<file path="src/rtl/oscillator_trigger_sequencer.sv">
// Shares one square-wave oscillator voice between prioritised trigger sources and
// shapes it with an attack/hold/release gain envelope before it reaches the mixer.
module oscillator_trigger_sequencer #(
  parameter int unsigned NUM_REQ      = 4,
  parameter int unsigned HOLD_SAMPLES = 4800,
  parameter logic [15:0] ATTACK_STEP  = 16'h0100,
  parameter logic [15:0] RELEASE_STEP = 16'h0040,
  parameter logic [15:0] MAX_GAIN     = 16'h4000,
  localparam int unsigned IdW         = (NUM_REQ > 1) ? $clog2(NUM_REQ) : 1
) (
  input  logic               clk,
  input  logic               I_RSTn,
  input  logic               audio_clk_en,
  input  logic [NUM_REQ-1:0] req,
  output logic [NUM_REQ-1:0] ack,
  output logic               osc_rstn,
  input  logic signed [15:0] osc_in,
  output logic signed [15:0] out,
  output logic [IdW-1:0]     active_id,
  output logic               busy
);

  localparam int unsigned HoldW = (HOLD_SAMPLES > 1) ? $clog2(HOLD_SAMPLES) : 1;
  localparam logic [HoldW-1:0] HoldLast = HoldW'(HOLD_SAMPLES - 1);

  typedef enum logic [1:0] {StIdle, StAttack, StHold, StRelease} state_e;

  state_e             state_q, state_d;
  logic [15:0]        gain_q, gain_d;
  logic [HoldW-1:0]   hold_cnt_q, hold_cnt_d;
  logic [NUM_REQ-1:0] pending_q, pending_d;
  logic [NUM_REQ-1:0] ack_q, ack_d;
  logic [IdW-1:0]     active_id_q, active_id_d;
  logic signed [15:0] out_q, out_d;
  logic               busy_q;

  logic [IdW-1:0]     sel_id;
  logic               any_pending;
  logic               grant;
  logic [NUM_REQ-1:0] grant_oh;

  // Lowest pending index wins; scan from the top so the last hit is the lowest.
  always_comb begin
    sel_id      = '0;
    any_pending = 1'b0;
    for (int i = NUM_REQ - 1; i >= 0; i--) begin
      if (pending_q[i]) begin
        sel_id      = IdW'(i);
        any_pending = 1'b1;
      end
    end
  end

  assign grant     = any_pending && ((state_q == StIdle) || (sel_id <= active_id_q));
  assign grant_oh  = grant ? (NUM_REQ'(1) << sel_id) : '0;
  // A request landing on its own grant cycle is absorbed by the grant.
  assign pending_d = (pending_q | req) & ~grant_oh;

  logic [16:0]        attack_sum;
  logic [15:0]        attack_gain;
  logic signed [16:0] release_diff;
  logic [15:0]        release_gain;

  assign attack_sum   = {1'b0, gain_q} + {1'b0, ATTACK_STEP};
  assign attack_gain  = (attack_sum >= {1'b0, MAX_GAIN}) ? MAX_GAIN : attack_sum[15:0];
  assign release_diff = $signed({1'b0, gain_q}) - $signed({1'b0, RELEASE_STEP});
  assign release_gain = release_diff[16] ? 16'h0000 : release_diff[15:0];

  always_comb begin
    state_d     = state_q;
    gain_d      = gain_q;
    hold_cnt_d  = hold_cnt_q;
    active_id_d = active_id_q;
    ack_d       = '0;
    if (grant) begin
      // Gain is left untouched so a preempt restarts the attack without a click.
      state_d     = StAttack;
      hold_cnt_d  = '0;
      active_id_d = sel_id;
      ack_d       = grant_oh;
    end else if (audio_clk_en) begin
      case (state_q)
        StIdle: begin
          gain_d = 16'h0000;
        end
        StAttack: begin
          gain_d = attack_gain;
          if (attack_gain == MAX_GAIN) state_d = StHold;
        end
        StHold: begin
          if (hold_cnt_q == HoldLast) begin
            state_d    = StRelease;
            hold_cnt_d = '0;
          end else begin
            hold_cnt_d = hold_cnt_q + 1'b1;
          end
        end
        StRelease: begin
          gain_d = release_gain;
          if (release_gain == 16'h0000) state_d = StIdle;
        end
        default: begin
          state_d = StIdle;
        end
      endcase
    end
  end

  logic signed [32:0] osc_ext, gain_ext, prod, scaled;

  assign osc_ext  = {{17{osc_in[15]}}, osc_in};
  assign gain_ext = {17'b0, gain_q};
  assign prod     = osc_ext * gain_ext;
  assign scaled   = prod >>> 14;

  always_comb begin
    out_d = out_q;
    if (audio_clk_en) begin
      if (scaled > 33'sd32767) begin
        out_d = 16'sh7fff;
      end else if (scaled < -33'sd32768) begin
        out_d = 16'sh8000;
      end else begin
        out_d = scaled[15:0];
      end
    end
  end

  always_ff @(posedge clk) begin
    if (!I_RSTn) begin
      state_q     <= StIdle;
      gain_q      <= 16'h0000;
      hold_cnt_q  <= '0;
      pending_q   <= '0;
      ack_q       <= '0;
      active_id_q <= '0;
      out_q       <= 16'sh0000;
      busy_q      <= 1'b0;
    end else begin
      state_q     <= state_d;
      gain_q      <= gain_d;
      hold_cnt_q  <= hold_cnt_d;
      pending_q   <= pending_d;
      ack_q       <= ack_d;
      active_id_q <= active_id_d;
      out_q       <= out_d;
      busy_q      <= (state_q != StIdle);
    end
  end

  assign ack       = ack_q;
  assign active_id = active_id_q;
  assign out       = out_q;
  assign busy      = busy_q;
  assign osc_rstn  = busy_q;

endmodule

</file>
<file path="config.mk">
export PLATFORM = sky130hd
export DESIGN_NAME = oscillator_trigger_sequencer
export DESIGN_NICKNAME = d
export VERILOG_FILES = /design/src/rtl/oscillator_trigger_sequencer.sv
export SDC_FILE = /design/constraint.sdc
export NUM_CORES = 1
export LEC_CHECK = 0
export BUFFER_PORTS_ARGS = -buffer_cell sky130_fd_sc_hd__buf_2
export CAP_MARGIN = 25
export CORE_ASPECT_RATIO = 1.1
export CORE_UTILIZATION = 50
export DETAILED_ROUTE_END_ITERATION = 7
export PLACE_DENSITY = 0.8
export SLEW_MARGIN = 20
export SYNTH_ARGS = -nofsm -noshare
export SYNTH_HDL_FRONTEND = slang
export SYNTH_SLANG_ARGS = --single-unit
</file>
<file path="constraint.sdc">
create_clock -name clk -period 6.4 [get_ports clk]
set_clock_uncertainty 0.05 [all_clocks]
set_input_delay 0.96 -clock clk [delete_from_list [all_inputs] [get_ports clk]]
set_output_delay 0.96 -clock clk [all_outputs]
set_load 0.05 [all_outputs]
</file>
# Word-level counts from Yosys, hierarchy flattened
# Cells that the tools add are included.
# word_totals
elab_cells	70
register_bits	58
out_inout_bits	24
input_bits	23
# classes
multipliers	1
reduce_logical	15
addsub	3
mux	21
n_eq_ne	11
bitwise_logic	5
n_shift	1
magnitude_cmp	4
# op_table
op	count
2-to-1 mux 16 bit	4
case mux 16 bit (3 select lines)	1
multiplier 16 x 17 -> 33 bit	1
greater-than comparator 19 x 16 -> 1 bit (second input constant)	1
< comparator 19 x 16 -> 1 bit (second input constant)	1
adder 16 x 9 -> 17 bit (second input constant)	1
>= comparator 17 x 15 -> 1 bit (second input constant)	1
subtractor 16 x 7 -> 17 bit (second input constant)	1
== test 16 x 15 -> 1 bit (second input constant)	1
logical NOT 16 bit	1
2-to-1 mux 2 bit	7
adder 13 x 1 -> 13 bit (second input constant)	1
== test 13 bit (second input constant)	1
2-to-1 mux 13 bit	1
AND reduction 5 bit	2
!= test 3 bit (second input constant)	3
2-to-1 mux 1 bit	6
!= test 2 bit (second input constant)	3
case mux 2 bit (3 select lines)	1
nonzero test 3 bit	2
AND 4 bit	1
== test 2 bit (second input constant)	2
2-to-1 mux 4 bit	1
inverter 4 bit	1
13 further kinds	16

# Logic depth before layout (Yosys ltp)
# logic_depth
ltp_word	10
mapped_depth	26
mapped_depth_nobuf	22

# Worst setup path after synthesis
# No wires, ideal clock.
# synth_path
path_kind	input -> register
from	input port osc_in[15]
to	register out_q[10] (netlist: out[10])
n_path_buf	3
arrival_ps	6766
path_slack_ps	-541
path_stages	22
required_ps	6225
cell_sequence	inv_1 clkbuf_1 nor2_1 fa_1 fa_1 fa_1 fa_1 fa_1 inv_1 fa_1 inv_1 ha_1 clkbuf_1 a21oi_1 o21a_1 nor3b_1 nand3_1 a211oi_1 o31ai_2 o22ai_2 buf_6 a31oi_2
# synth_via
elab_chain_cells	4
elab_cells_between_ends	5
# synth_lines
element	line	text
from (decl)	17	input logic signed [15:0] osc_in,
multiplier 16 x 17 -> 33 bit *	113	assign prod = osc_ext * gain_ext;
< comparator 19 x 16 -> 1 bit	121	end else if (scaled < -33'sd32768) begin
2-to-1 mux 16 bit	121	
2-to-1 mux 16 bit *	119	if (scaled > 33'sd32767) begin
to (signal assigned)	146	out_q <= out_d;
to (decl)	34	logic signed [15:0] out_q, out_d;
# Mark *: on every way between the ends. The rest lies on a longest branch, timed or not.
# A chain may end at the register's enable or synchronous reset.

# Worst setup path after layout
# layout_path
from	input port osc_in[6]
to	register out_q[0] (netlist: out[0])
# Same word-level chain as after synthesis.

==> results.sh <==
export IMPL_dp_cells=1760
export IMPL_crit_chain="buf_12 > and2_4 > fa_1 > inv_1 > fa_1 > fa_1 > inv_2 > fa_1 > fa_1 > inv_2 > fa_1 > inv_2 > ha_4 > a211oi_4 > nand2_1 > a211o_1 > o2111ai_4 > nand3_4 > a211oi_4 > nor4_4 > buf_4 > a21o_4 > o2bb2ai_2"
export IMPL_combPwrFrac=0.370
export IMPL_portBuffers=46
export IMPL_final_cells=1787
export IMPL_yosys_warnings=0
export IMPL_yosysTopAreaCell="fa_1"
export IMPL_power_frac_clock=0.330
export IMPL_synth_cells=1340
export IMPL_diodes=0
export IMPL_drc=0
export IMPL_hold_viol_final=0
export IMPL_cts_path_max_buffers=2
export IMPL_nets=1829
export IMPL_grt_pass1_vias=10630
export IMPL_synth_commonest_cells="inv_1 (249), fa_1 (193), nand2_1 (164)"
export IMPL_area_growth_pct=21.7
export IMPL_worst_slack_ns=-0.227
export IMPL_setup_viol=15
export IMPL_max_stage_delay_ns=0.60
export IMPL_min_period_ns=6.63
export IMPL_worst_pin_slew_ns=0.985
export IMPL_die_h_um=161
export IMPL_reg2reg_to="out[0]"
export IMPL_core_um2=22300
export IMPL_cts_tree="done"
export IMPL_grt_setup_unrepaired="true"
export IMPL_yosysMostFrequentCell="inv_1"
export IMPL_hp_start="out[15]"
export IMPL_synthDistinctLibCells=73
export IMPL_p_seq_frac=0.301
export IMPL_drive_gt1_frac=0.222
export IMPL_clk_pin_slew_worst_paths_ns=0.05
export IMPL_critical_path_most_common_cell="fa_1"
export IMPL_ir_drop_mv=0.144
export IMPL_rows=57
export IMPL_antenna_left=0
export IMPL_wl_mm=30.6
export IMPL_clockRootBuffer="clkbuf_16"
export IMPL_worstPathRequired_ns=6.56
export IMPL_via_count=9895
export IMPL_synth_area_um2=11500
export IMPL_fin_util=0.626
export IMPL_vias_per_cell=5.54
export IMPL_maxCapViolations=0
export IMPL_r2r_start="gain_q[5]"
export IMPL_hpwl_mm=24.3
export IMPL_track_usage=0.270
export IMPL_crit_path_start_kind="input port"
export IMPL_syn_avg_cell_area_um2=8.57
export IMPL_p_sw_mw=0.491
export IMPL_max_freq_mhz=151
export IMPL_clock_sinks=58
export IMPL_critPathMaxFanout=7
export IMPL_globalRouteOverflowTotal=0
export IMPL_endpoint_kind="register"
export IMPL_place_gp_congestion=0.930
export IMPL_netSwitchingFraction=0.371
export IMPL_clkLatencyLatePin_ns=0.33
export IMPL_grt_pass1_wl_mm=51.0
export IMPL_finalCritPeriodShare=1.04
export IMPL_holdPathEnd="out[15]"
export IMPL_dpl_worst_slack_ns=-0.632
export IMPL_slew_headroom=0.334
export IMPL_arrival_ns=6.78
export IMPL_die_area_um2=23600
export IMPL_cts_buffers=9
export IMPL_synth_edff_count=0
export IMPL_hp_class="register to register"
export IMPL_crit_type="input port to register"
export IMPL_synth_seq_cells=58
export IMPL_antenna_found_initial=0
export IMPL_synth_net_count=1682
export IMPL_ys_flop_type="dfxtp_1"
export IMPL_reg2reg_depth=21
export IMPL_pin_count=47
export IMPL_ys_top_cells_by_area="fa_1 (34%), ha_1 (14%), dfxtp_1 (10%), inv_1 (8.1%), and2_1 (6.7%)"
export IMPL_status="finished with violations"
export IMPL_yosysTopAreaCellShare=0.336
export IMPL_maxSlewViolCount=0
export IMPL_slowest_stage="fa_1"
export IMPL_p_int_mw=0.831
export IMPL_power_density_nw_per_um2=94.6
export IMPL_worst_path_buf_inv=6
export IMPL_leakagePower_nw=6.78
export IMPL_seq_area_frac_synth=0.101
export IMPL_grt_start_max_net_pins=26
export IMPL_synthArstFlopShare=0
export IMPL_failed_checks="negative setup slack"
export IMPL_whs_path_depth=2
export IMPL_wire_per_inst_um=17.1
export IMPL_drt_pass1_iterations=6
export IMPL_crit_family="adder cells"
export IMPL_die_w_um=147
export IMPL_drt_iter0_drc=648
export IMPL_r2r_setup_slack_ns=-0.09
export IMPL_h_tree_depth=3
export IMPL_start_util=0.515
==> sequential cells by signal (all words and copies together) (netlist names) <==
register,flops
gain_q,16
active_id,2
hold_cnt_q,13
busy,1
pending_q,4
out,16
state_q,2
ack,4
==> cell families (layout without fill, tap and decap cells) <==
| family | count (synthesis) | after routing | synth area share |
|---|---|---|---|
| muxes | 2 | 2 | 0.00196 |
| buffers and inverters | 310 | 462 | 0.102 |
| adders and majority gates | 319 | 319 | 0.474 |
| and+or+nand+nor | 448 | 448 | 0.193 |
| xor gates and xnor gates | 29 | 29 | 0.0234 |
| DFF | 58 | 58 | 0.101 |
| AOI/OAI and AO/OA | 174 | 174 | 0.105 |
==> worst max-delay path by stage <==
| stage | start | to | slack [ns] | cells after the start |
|---|---|---|---|---|
| 4_1_cts | osc_in[6] | out[0] | -0.11 | 23 |
| 3_5_place_dp | osc_in[6] | out[6] | -0.63 | 22 |
| 2_1_floorplan | osc_in[4] | out[6] | -0.21 | 22 |
| 3_3_place_gp | osc_in[2] | out[6] | -0.49 | 21 |
| 6_report | osc_in[6] | out[0] | -0.23 | 23 |
| 5_1_grt | osc_in[6] | out[2] | -0.37 | 23 |
==> cells in the final DEF (no fill, tap or decap), types with 15 or more instances in the layout <==
cell	synthesis	routed
inv_1	249	236
fa_1	193	179
nand2_1	164	163
buf_4	1	141
and2_1	123	112
ha_1	126	106
nor2_1	69	66
dfxtp_1	58	57
a21oi_1	49	44
o21ai_0	43	41
buf_2	1	34
nand3_1	27	24
ha_4	0	17
xor2_1	15	15
==> power by group through the flow <==
stage          clock network (mW)  registers [mW]  logic (mW)
2_1_floorplan                   0           0.451       0.258
3_3_place_gp                    0           0.404       0.436
3_5_place_dp                    0           0.404       0.448
4_1_cts                     0.439           0.396       0.469
5_1_grt                     0.458           0.399       0.532
6_report                    0.436           0.397       0.489
==> stage by stage <==
step / TNS (ns) / cell area, um2 / power (mW) / hold WS, ns
2_1_floorplan: -2.48 / 11800 / 0.709 / 0.408
3_3_place_gp: -6.90 / 13200 / 0.839 / 0.437
3_5_place_dp: -8.92 / 13200 / 0.852 / 0.441
4_1_cts: -1.33 / 13700 / 1.30 / 0.447
5_1_grt: -5.37 / 14000 / 1.39 / 0.453
6_report: -2.83 / 14000 / 1.32 / 0.447
==> worst register-to-register path, cell delays in order, from the launching register on <==
cell and delay, ns:
dfxtp_1 0.65, buf_4 0.24, nand2_1 0.08, fa_2 0.57, inv_1 0.06, fa_1 0.50
fa_1 0.59, fa_2 0.46, fa_1 0.50, inv_1 0.06, fa_1 0.53, inv_1 0.06
ha_4 0.24, a21o_1 0.19, a21oi_2 0.18, o21ai_2 0.09, a21o_1 0.17, a311o_1 0.40
nor4_4 0.27, buf_4 0.20, a21o_4 0.20, o2bb2ai_2 0.12
==> per-layer routing <==
layer,GRT usage,part of all wire,vias up
met3,0.0294,0.052,97
li1,-,-,4502
met4,0.114,0.043,0
met2,0.495,0.52,339
met1,0.320,0.38,4957
met5,0,0,-
==> cell type report <==
cell class	count	area, um2
Multi-Input combinational cell	972	9680
Fill cell	1759	8350
Timing Repair Buffer	196	1560
Sequential cell	58	1160
Inverter	250	938
Tap cell	295	369
Clock buffer	10	229
Clock inverter	6	43.8
==> timing repair <==
item	CTS	global route
hold buffers	0	0
resized for setup	40	40
pin swaps	32	35
cloned	0	1
setup endpoints to repair	15	16
setup buffers	8	3
Power figures use the tool's default switching activity.
